==> config.mk <==
export PLATFORM = sky130hd
export DESIGN_NAME = arb2_stream_nbit
export DESIGN_NICKNAME = d
export VERILOG_FILES = /design/src/rtl/arb2_stream_nbit.sv
export SDC_FILE = /design/constraint.sdc
export NUM_CORES = 1
export LEC_CHECK = 0
export CAP_MARGIN = 10
export CORE_AREA = 2 2 39 41
export CTS_BUF_LIST = sky130_fd_sc_hd__clkbuf_16
export DETAILED_ROUTE_END_ITERATION = 7
export DIE_AREA = 0 0 41 43
export PLACE_DENSITY = 0.5
export RECOVER_POWER = 100
export SLEW_MARGIN = 20
export SYNTH_ARGS = -nofsm -noshare
export SYNTH_HDL_FRONTEND = slang
export SYNTH_SLANG_ARGS = --single-unit
==> constraint.sdc <==
create_clock -name clk -period 1.1 [get_ports clk]
set_input_delay 0.22 -clock clk [delete_from_list [all_inputs] [get_ports clk]]
set_output_delay 0.22 -clock clk [all_outputs]
set_load 0.01 [all_outputs]
==> src/rtl/arb2_stream_nbit.sv <==
// Two-input round-robin arbiter with a registered output stage.
// The output carries the winning word (z) and the channel it came from (s).
module arb2_stream_nbit #(
  parameter int N = 2
) (
  input  logic         clk,
  input  logic         rst_n,
  input  logic [N-1:0] x0,
  input  logic         x0_valid,
  output logic         x0_ready,
  input  logic [N-1:0] x1,
  input  logic         x1_valid,
  output logic         x1_ready,
  output logic [N-1:0] z,
  output logic         s,
  output logic         z_valid,
  input  logic         z_ready
);

  typedef enum logic {EMPTY = 1'b0, FULL = 1'b1} state_t;

  state_t state, state_nxt;
  logic   pri;
  logic   load_en;
  logic   gnt_vld;
  logic   gnt;
  logic   take;

  assign z_valid = (state == FULL);

  always_comb begin
    state_nxt = state;
    // A full register can refill on the same edge its word is consumed.
    load_en   = (state == EMPTY) | z_ready;
    gnt_vld   = x0_valid | x1_valid;
    gnt       = (x0_valid & x1_valid) ? pri : x1_valid;
    x0_ready  = load_en & gnt_vld & ~gnt;
    x1_ready  = load_en & gnt_vld & gnt;
    take      = x0_ready | x1_ready;
    if (take)
      state_nxt = FULL;
    else if (load_en)
      state_nxt = EMPTY;
  end

  always_ff @(posedge clk) begin
    if (!rst_n) begin
      state <= EMPTY;
      z     <= '0;
      s     <= 1'b0;
      pri   <= 1'b0;
    end else begin
      state <= state_nxt;
      if (take) begin
        z   <= gnt ? x1 : x0;
        s   <= gnt;
        pri <= ~gnt;
      end
    end
  end

endmodule

==> out/metrics.yaml <==
grt:
  grt_pass1_vias: 312
  grt_util_all_layers: 0.1117
  grt_pass1_wl_um: 1269
  grt_max_degree: 6
  grt_remaining_overflow: 0
  antenna_found_initial: 0
setup_path:
  r2r_start: "pri"
  cp-endpoint: "x0_ready"
  crit_type: "flip-flop to primary output"
  crit_buf_inv: 1
  arrival_ps: 1090
  crit_chain: "or2b_1 > o21ai_2 > a21oi_2 > buf_2"
  regToRegEndpoint: "z[0]"
  critPathCaptureType: "primary output"
  crit_cells: 4
  reg2regPathDepth: 4
  critPathLaunch: "z_valid"
  crit_fanout: 3
  crit_required_ps: 880
  cp_slowest_stage_delay_ps: 310
  cpMaxStageDelayCell: "dfxtp_2"
  rrSetupSlack_ps: -80
  crit_family: "flip-flops"
  worstSetupStartpointType: "flip-flop"
cells_and_area:
  fin_nets: 59
  syn_to_final_growth_pct: 118.6
  drive_above_1_share: 0.4286
  final_util: 0.3933
  insertedDiodeCount: 0
die:
  die-area_um2: 1763
  coreArea_um2: 1384
  num_rows: 14
  boundaryPins: 15
  die_h_um: 43
  fp.dieW_um: 41
  initial_core_util: 0.1799
clock_tree:
  cts.sinks: 5
  cts_buffer_depth: 2
  root_buffer: "clkbuf_16"
  clkSlewWorstSetupHoldPaths_ps: 30
  cts_tree: "done"
  clock_latency_ps: 230
  htree_levels: 1
  cts_buffers: 3
  postCtsHoldBufs: 0
power:
  power.total_uw: 953.9
  leakage_uw: 0.0002557
  ir_drop_v: 0.0006758
  power.density_nw_per_um2: 1753
run:
  cap_violations: 0
drt:
  wl_per_cell_um: 12.20
  wl_um: 793
  drtIter0Drc: 7
  drt_first_pass_iters: 4
  vias: 311
  drc: 0
  ant_nets: 0
  viasPerCell: 4.785
sta:
  layout_min_cycle_time_ps: 1308
  worstMarginPinSlew_ps: 312.6
  hold_viol_final: 0
  slew_viol_final: 0
  finalClockSkew_ps: 0.3868
  slew_headroom: 0.7908
  max_clock_freq_ghz: 0.7648
  hold_ws_ps: 483.8
  period_share: 1.189
  rsz0062_at_grt: "yes"
  setup_tns_ps: -545.3
  worst_slack_ps: -207.6
  final-setup-viol-count: 4
outcome:
  status: "finished with violations"
  violations: "setup timing"
placement:
  pre_cts_slack_ps: -735.2
  dp_hpwl_um: 551.8
  gp_congestion: 0.6743
  port_buffers: 14
yosys:
  yosysTopAreaCellShare: 0.4020
  postSynthAreaPerCell_um2: 9.577
  ys_seq_area_frac: 0.4020
  yosys_register_bits: 5
  synthMuxAreaShare: 0
  synth_area_leaders: "dfxtp_1, a21boi_0, o311a_1"
  synth_nets: 35
  synth_top_family_by_area: "compound AO/OA/AOI/OAI gates"
  synthSimpleGateAreaFrac: 0.2211
  yosysWarnings: 0
  syn_inst: 26
  synth-adder-area-share: 0
  synth_xor_area_frac: 0
  yosysUniqueCellTypes: 14
  synth_top_area_cell: "dfxtp_1"
  netlist_area_um2: 249.0
  synth-compound-area-share: 0.3618
worst_hold_path:
  min_path_type: "flip-flop to flip-flop"
==> worst register-to-register path, delay by kind of cell, from the launching register on <==
| kind | cells | cell delay [ps] |
|---|---|---|
| buffers and inverters | 1 | 130 |
| flip-flops | 1 | 310 |
| AND/OR/NAND/NOR | 2 | 280 |
| AO/OA/AOI/OAI | 1 | 340 |
==> through the flow <==
step,cell area [µm²],cells
5_1_grt,544.3,65
2_1_floorplan,249.0,26
4_1_cts,538.0,66
3_3_place_gp,446.7,61
3_5_place_dp,446.7,61
6_report,544.3,65
==> layout make-up <==
class,count,area (µm²)
timing repair buffer,19,167.7
clock inverter,1,3.754
multi-input combinational,20,171.4
inverter,1,3.754
sequential,5,102.6
tap,16,20.02
fill,138,839.6
clock buffer,3,75.07
==> cells by family (layout without fill, tap and decap cells) <==
group           after synthesis  after routing
compound gates               12             12
flops                         5              5
buf+inv                       1             24
simple gates                  8              8
==> power breakdown <==
group | switching [µW] | leakage (µW) | total [µW] | internal [µW]
sequential | 7.16 | 0.0000420 | 207 | 199
clock | 117 | 0.0000423 | 587 | 471
combinational | 66.7 | 0.000171 | 160 | 93.5
total | 190 | 0.000256 | 954 | 763
==> cell usage after synthesis <==
cell,number
a21boi_0,4
a21oi_1,1
and3_2,2
dfxtp_1,5
inv_1,1
nand2b_4,1
nand3_1,1
nor2_1,2
nor2b_1,1
o211a_1,1
o21ai_0,2
o21bai_1,2
o311a_1,2
or2b_1,1
==> state kept, by name, summed over array words and instances (netlist names) <==
register and flops:
z 2, pri 1, z_valid 1, s 1
==> how the worst min path moves through the flow <==
stage               startpoint   end  slack (ps)  depth (start not counted)
CTS                          s     s         470                          2
global route               pri   pri         510                          1
floorplan                rst_n  z[0]         350                          1
finish                       s     s         480                          2
detailed placement           s     s         470                          2
global placement             s     s         480                          2
==> layout by cell type, fill, tap and decap left out, types with 2 or more instances in the layout <==
cell	count
and3_4	2
a21boi_0	3
o311a_1	2
o21bai_1	2
clkdlybuf4s50_1	5
clkbuf_16	3
nor2_1	2
dfxtp_1	3
buf_4	3
dfxtp_2	2
buf_6	3
dlygate4sd2_1	6
==> layer usage <==
metal,part of all wire,GRT usage
met1,0.41,0.1230
met2,0.45,0.1563
met3,0.14,0.05759
met4,0,0.08000
met5,0,0
==> what timing repair did <==
action                     4_1_cts  5_1_grt
resized for setup               24        8
setup endpoints to repair        9        7
pin swaps                        5        2
setup buffers                    1        1
Note: power is estimated with default switching activity, not from simulation.
